[config.mk]
export PLATFORM = sky130hd
export DESIGN_NAME = dmem_wait_responder_flat
export DESIGN_NICKNAME = d
export VERILOG_FILES = /design/src/rtl/dmem_wait_responder_if.sv /design/src/rtl/dmem_wait_responder.sv /design/src/flat_wrapper.sv
export SDC_FILE = /design/constraint.sdc
export NUM_CORES = 2
export LEC_CHECK = 0
export BUFFER_PORTS_ARGS = -buffer_cell sky130_fd_sc_hd__buf_2
export CAP_MARGIN = 20
export CORE_ASPECT_RATIO = 2
export CORE_MARGIN = 1.5
export CORE_UTILIZATION = 45
export DETAILED_ROUTE_END_ITERATION = 10
export HOLD_SLACK_MARGIN = 0.02
export PLACE_DENSITY = 0.71
export RECOVER_POWER = 50
export SYNTH_ARGS = -nofsm -noshare
export SYNTH_HDL_FRONTEND = slang
export SYNTH_SLANG_ARGS = --single-unit
export TNS_END_PERCENT = 100
[constraint.sdc]
create_clock -name clk -period 4.97 [get_ports clk]
set_input_delay 0.497 -clock clk [delete_from_list [all_inputs] [get_ports clk]]
set_output_delay 0.497 -clock clk [all_outputs]
set_load 0.005 [all_outputs]
[src/rtl/dmem_wait_responder_if.sv]
// Handshake bundle between the MIPS MEM stage (master) and the wait-state data memory (slave).
interface dmem_wait_responder_if;
  logic        req_valid;
  logic        req_we;
  logic [31:0] req_addr;
  logic [31:0] req_wdata;
  logic        stall;
  logic        rsp_valid;
  logic [31:0] rsp_rdata;
  logic        rsp_err;

  modport master (
    output req_valid, req_we, req_addr, req_wdata,
    input  stall, rsp_valid, rsp_rdata, rsp_err
  );

  modport slave (
    input  req_valid, req_we, req_addr, req_wdata,
    output stall, rsp_valid, rsp_rdata, rsp_err
  );
endinterface

[src/rtl/dmem_wait_responder.sv]
// Word-wide data memory for the MEM stage that answers each access after WAIT_CYCLES wait states
// and freezes the pipeline through stall until the response cycle.
module dmem_wait_responder #(
  parameter int DEPTH_LOG2  = 6,
  parameter int WAIT_CYCLES = 2
) (
  input logic                clk,
  input logic                reset,
  dmem_wait_responder_if.slave bus
);
  typedef enum logic [1:0] {IDLE, WAIT, RESP} state_t;

  localparam int         DEPTH     = 1 << DEPTH_LOG2;
  localparam logic [3:0] WAIT_INIT = 4'(WAIT_CYCLES);

  state_t      state;
  logic [3:0]  cnt;
  logic        we_q;
  logic [31:0] addr_q;
  logic [31:0] wdata_q;

  logic [31:0] mem [DEPTH] = '{default: '0};

  logic                  acc_go;
  logic                  acc_we;
  logic [31:0]           acc_addr;
  logic [31:0]           acc_wdata;
  logic                  acc_err;
  logic [DEPTH_LOG2-1:0] acc_idx;

  // With zero wait states the access happens on the accepting edge, so use the live request.
  always_comb begin
    acc_we    = we_q;
    acc_addr  = addr_q;
    acc_wdata = wdata_q;
    acc_go    = 1'b0;
    if (state == IDLE) begin
      acc_we    = bus.req_we;
      acc_addr  = bus.req_addr;
      acc_wdata = bus.req_wdata;
      acc_go    = bus.req_valid && (WAIT_CYCLES == 0);
    end else if (state == WAIT) begin
      acc_go = (cnt == 4'd1);
    end
  end

  assign acc_idx = acc_addr[DEPTH_LOG2+1:2];
  assign acc_err = (acc_addr[1:0] != 2'b00) || (acc_addr[31:DEPTH_LOG2+2] != '0);

  assign bus.stall = !reset && ((state == IDLE && bus.req_valid) || state == WAIT);

  always_ff @(posedge clk) begin
    if (!reset && acc_go && acc_we && !acc_err) begin
      mem[acc_idx] <= acc_wdata;
    end
  end

  always_ff @(posedge clk) begin
    if (reset) begin
      state         <= IDLE;
      cnt           <= '0;
      we_q          <= 1'b0;
      addr_q        <= '0;
      wdata_q       <= '0;
      bus.rsp_valid <= 1'b0;
      bus.rsp_err   <= 1'b0;
      bus.rsp_rdata <= '0;
    end else begin
      bus.rsp_valid <= 1'b0;
      bus.rsp_err   <= 1'b0;
      bus.rsp_rdata <= '0;
      if (acc_go) begin
        bus.rsp_valid <= 1'b1;
        bus.rsp_err   <= acc_err;
        if (!acc_err && !acc_we) begin
          bus.rsp_rdata <= mem[acc_idx];
        end
      end

      case (state)
        IDLE: begin
          if (bus.req_valid) begin
            we_q    <= bus.req_we;
            addr_q  <= bus.req_addr;
            wdata_q <= bus.req_wdata;
            if (WAIT_CYCLES == 0) begin
              state <= RESP;
            end else begin
              state <= WAIT;
              cnt   <= WAIT_INIT;
            end
          end
        end
        WAIT: begin
          cnt <= cnt - 4'd1;
          if (cnt == 4'd1) begin
            state <= RESP;
          end
        end
        // The requesting instruction leaves MEM this cycle, so req_valid is not looked at.
        RESP:    state <= IDLE;
        default: state <= IDLE;
      endcase
    end
  end
endmodule
[src/flat_wrapper.sv]
// flat-port wrapper written by rule: the top's interface ports become plain ports
module dmem_wait_responder_flat 
#(
  parameter int DEPTH_LOG2  = 6,
  parameter int WAIT_CYCLES = 2
)
  (clk, reset, bus_req_valid, bus_req_we, bus_req_addr, bus_req_wdata, bus_stall, bus_rsp_valid, bus_rsp_rdata, bus_rsp_err);
  dmem_wait_responder_if bus_i ();
  input logic clk;
  input logic reset;
  input wire logic [$bits(bus_i.req_valid)-1:0] bus_req_valid;
  input wire logic [$bits(bus_i.req_we)-1:0] bus_req_we;
  input wire logic [$bits(bus_i.req_addr)-1:0] bus_req_addr;
  input wire logic [$bits(bus_i.req_wdata)-1:0] bus_req_wdata;
  output wire logic [$bits(bus_i.stall)-1:0] bus_stall;
  output wire logic [$bits(bus_i.rsp_valid)-1:0] bus_rsp_valid;
  output wire logic [$bits(bus_i.rsp_rdata)-1:0] bus_rsp_rdata;
  output wire logic [$bits(bus_i.rsp_err)-1:0] bus_rsp_err;
  assign bus_i.req_valid = bus_req_valid;
  assign bus_i.req_we = bus_req_we;
  assign bus_i.req_addr = bus_req_addr;
  assign bus_i.req_wdata = bus_req_wdata;
  assign bus_stall = bus_i.stall;
  assign bus_rsp_valid = bus_i.rsp_valid;
  assign bus_rsp_rdata = bus_i.rsp_rdata;
  assign bus_rsp_err = bus_i.rsp_err;
  dmem_wait_responder #(.DEPTH_LOG2(DEPTH_LOG2), .WAIT_CYCLES(WAIT_CYCLES)) u_core (.clk(clk), .reset(reset), .bus(bus_i));
endmodule
==> results.py <==
metrics = {
    "clocking": {
        "cts_hold_buffers": 65,
        "cts.reportedPaths.clkPinSlew_ps": 70,
        "cts_tree": "done",
        "cts_resized": 0,
        "tritoncts_num_sinks": 2153,
        "clk_path_buf_depth": 4,
        "clock_latency_of_the_later_clocked_register_in_the_worst_skew_pair_ps": 840,
        "clk_root_buffer_cell": "sky130_fd_sc_hd__clkbuf_16",
        "cts_buffers": 176,
        "cts_setup_buffers": 0,
        "htreeDepth": 4,
    },
    "outcome": {
        "failed_checks": "capacitance limit, slew limit",
        "outcome": "finished with violations",
    },
    "sta": {
        "finalHoldViolations": 0,
        "post-route-min-period_ps": 4529,
        "timing.max_slew.rel_slack": -1.047,
        "finalSetupViolations": 0,
        "min_period_over_period": 0.9112,
        "clock-skew-final_ps": 60.69,
        "tightest_slew_ps": 3070,
        "unrepaired_setup_endpoints_after_global_routing": "no",
        "fin_setup_tns_ps": 0,
        "fin_worst_hold_slack_ps": 85.46,
        "fmax_mhz": 220.8,
        "final-max-slew-violation-count": 882,
    },
    "worst_setup_path": {
        "worstPathMaxFanout": 21,
        "timing.critical_path.slowest_stage_cell": "sky130_fd_sc_hd__clkbuf_1",
        "arrival_ps": 5220,
        "critPathRequiredTime_ps": 5660,
        "critPathMaxStageDelay_ps": 760,
        "path_class": "reg2reg",
        "start_kind": "flip-flop",
        "cp_cell_instances": "nor2_4 -> buf_4 -> clkbuf_1 -> nand2_1 -> nand2_1 -> nand3_1 -> buf_4 -> a31oi_1 -> nor4b_1 -> a31oi_1",
        "critical_path.n_buffers_inverters": 3,
        "cp_top_family": "buffers and inverters",
        "setup.worst_path.end_class": "flip-flop",
    },
    "grt": {
        "antenna_violations_before_repair": 8,
        "number_of_global_route_vias_before_repair": 48390,
        "gr-total-overflow": 0,
        "grtUsageTotal": 0.2439,
        "first_pass_grt_wire_length_um": 327800,
        "grt_max_degree": 101,
    },
    "routing": {
        "antenna_violating_nets_post_route": 0,
        "remaining_drc_errors": 0,
        "drt-wirelength-per-cell_um": 29.14,
        "drt-pass1-iter-count": 7,
        "via_per_inst": 6.156,
        "final_wirelength_um": 228800,
        "detail_route.iter0.violations": 5676,
        "routed-via-count": 48330,
    },
    "floorplan": {
        "io_pins": 103,
        "fp.coreArea_sq_um": 179500,
        "die_height_um": 604.4,
        "die_outline_area_sq_um": 183600,
        "start_util": 0.4534,
        "fp.dieW_um": 303.7,
        "floorplan.rows": 220,
    },
    "logic_synthesis": {
        "primary_ff_master_synth": "sky130_fd_sc_hd__edfxtp_1",
        "mapped_area_sq_um": 81380,
        "unique_cell_type_count_in_the_yosys_netlist": 57,
        "synth.yosys.seq_area_share": 0.7816,
        "async_flop_share": 0,
        "syn_inst": 5109,
        "synth_warnings": 0,
        "post_synthesis_simple_gate_area_fraction": 0.05395,
        "largest_family_of_logic_cells_by_synthesized_area": "compound AO/OA/AOI/OAI gates",
        "synth_largest_area_cell": "sky130_fd_sc_hd__edfxtp_1",
        "fraction_of_the_mapped_netlist_area_in_adder_cells": 0.0003075,
        "yosys.area_share.xor_xnor": 0,
        "synth_edf_count": 2048,
        "postSynthAreaPerCell_sq_um": 15.93,
        "number_of_storage_elements_in_the_synthesis_netlist": 2153,
        "synthDominantCellAreaShare": 0.7557,
        "synth_compound_area_frac": 0.09942,
        "muxShareOfSynthArea": 0.04740,
        "syn_nets": 5179,
        "synth.top_cells.by_area": "sky130_fd_sc_hd__edfxtp_1 (76%), sky130_fd_sc_hd__mux2i_1 (4.3%), sky130_fd_sc_hd__nand2_1 (3.9%)",
    },
    "power": {
        "leakage_nw": 30.32,
        "max-vdd-ir-drop_mv": 0.3108,
        "power_density_nw_per_um2": 404.9,
    },
    "cells_and_area": {
        "finish.cell_count_without_fillers": 7851,
        "finish.net_count": 5454,
        "layout_common_cells": "sky130_fd_sc_hd__edfxtp_1 (2048), sky130_fd_sc_hd__nand2_1 (828), sky130_fd_sc_hd__a21oi_1 (420), sky130_fd_sc_hd__mux2i_1 (346), sky130_fd_sc_hd__clkbuf_16 (180)",
        "layout_commonest_cell": "sky130_fd_sc_hd__edfxtp_1",
        "area_delta_synth_final_pct": 14.15,
        "filler_cell_count": 14180,
        "post_route_cells_drive_above_1_share": 0.1256,
    },
    "placement": {
        "place.detailed.hpwl_um": 140100,
        "dp.cells": 7463,
        "gp_congestion": 0.8770,
        "port-buffer-count": 102,
    },
    "worst_hold_path": {
        "holdCritPathClass": "in2reg",
    },
    "run": {
        "drv.max_cap_violation_count": 19,
    },
}
-- cell type report --
cell class                      instances  area (sq um)  area share
Inverter                                3         11.26   0.0001212
Clock inverter                         91         910.9    0.009806
Timing Repair Buffer                  426          3685     0.03967
Sequential cell                      2153         63600      0.6847
Multi-Input combinational cell       2624         17060      0.1836
Clock buffer                          219          4701     0.05060
Tap cell                             2331          2917     0.03140
Antenna cell                            4         10.01   0.0001078
-- kinds of logic (layout without fill, tap and decap cells) --
kind of cell	Yosys count	count (layout)
muxes	381	381
AOI/OAI and AO/OA	1192	1192
and+or+nand+nor	1049	1049
other	0	4
buffers and inverters	332	739
DFF	2153	2153
adders and majority gates	2	2
-- final timing paths --
kind	startpoint	to	slack, ps	cells past startpoint
setup / recovery	u_core.state[1]	u_core.bus.rsp_rdata[11]	440	10
hold / removal	bus_req_addr[3]	u_core.addr_q[3]	90	3
setup reg to reg	u_core.state[1]	u_core.bus.rsp_rdata[11]	440	10
hold reg to reg	u_core.we_q	u_core.we_q	450	2
-- flip-flops by register name, summed over array words and instances (netlist names) --
register	cells
u_core.bus.rsp_err	1
u_core.mem	2048
u_core.we_q	1
u_core.bus.rsp_rdata	32
u_core.state	2
u_core.bus.rsp_valid	1
u_core.cnt	4
u_core.addr_q	32
u_core.wdata_q	32
-- where the power goes --
part,switching [W],internal [W]
clock network,0.00627,0.00765
registers,0.0000306,0.0203
logic,0.00244,0.000968
-- per-layer routing --
metal / part of all wire / vias up / global-route usage
met2: 0.52 / 2794 / 0.4415
met3: 0.077 / 670 / 0.03431
met1: 0.34 / 24310 / 0.2750
met4: 0.061 / 2 / 0.1400
li1: - / 20560 / -
met5: 0.000074 / - / 0
-- worst min-delay path, stage by stage --
cell,delay [ps]
sky130_fd_sc_hd__buf_2,200
sky130_fd_sc_hd__nand2_1,100
sky130_fd_sc_hd__a21oi_1,60
-- cell usage after synthesis, types with 20 or more instances --
cell,number
sky130_fd_sc_hd__edfxtp_1,2048
sky130_fd_sc_hd__nand2_1,835
sky130_fd_sc_hd__a21oi_1,420
sky130_fd_sc_hd__mux2i_1,346
sky130_fd_sc_hd__clkbuf_1,182
sky130_fd_sc_hd__a22oi_1,151
sky130_fd_sc_hd__a22o_1,136
sky130_fd_sc_hd__dfxtp_1,105
sky130_fd_sc_hd__o22ai_1,100
sky130_fd_sc_hd__buf_2,88
sky130_fd_sc_hd__nor2_1,80
sky130_fd_sc_hd__a31oi_1,75
sky130_fd_sc_hd__o22a_1,63
sky130_fd_sc_hd__o41ai_1,57
sky130_fd_sc_hd__buf_1,50
sky130_fd_sc_hd__o21ai_0,47
sky130_fd_sc_hd__a221oi_1,40
sky130_fd_sc_hd__a222oi_1,37
sky130_fd_sc_hd__mux2_2,35
sky130_fd_sc_hd__or4_1,30
sky130_fd_sc_hd__and4_1,24
sky130_fd_sc_hd__a2111oi_0,21
sky130_fd_sc_hd__o31ai_1,20
-- metrics by stage --
step | instance area (sq um) | utilization | total power, W | setup slack [ps]
2_1_floorplan | 81380 | - | 0.02254 | 1115
3_3_place_gp | 86670 | 0.4829 | 0.02390 | 705.3
3_5_place_dp | 86810 | 0.4837 | 0.02399 | 517.0
4_1_cts | 93070 | 0.5186 | 0.03764 | 509.1
5_1_grt | 92890 | 0.5176 | 0.03846 | 194.9
6_report | 92890 | 0.5176 | 0.03761 | 441.5
(Power assumes the default switching activity.)
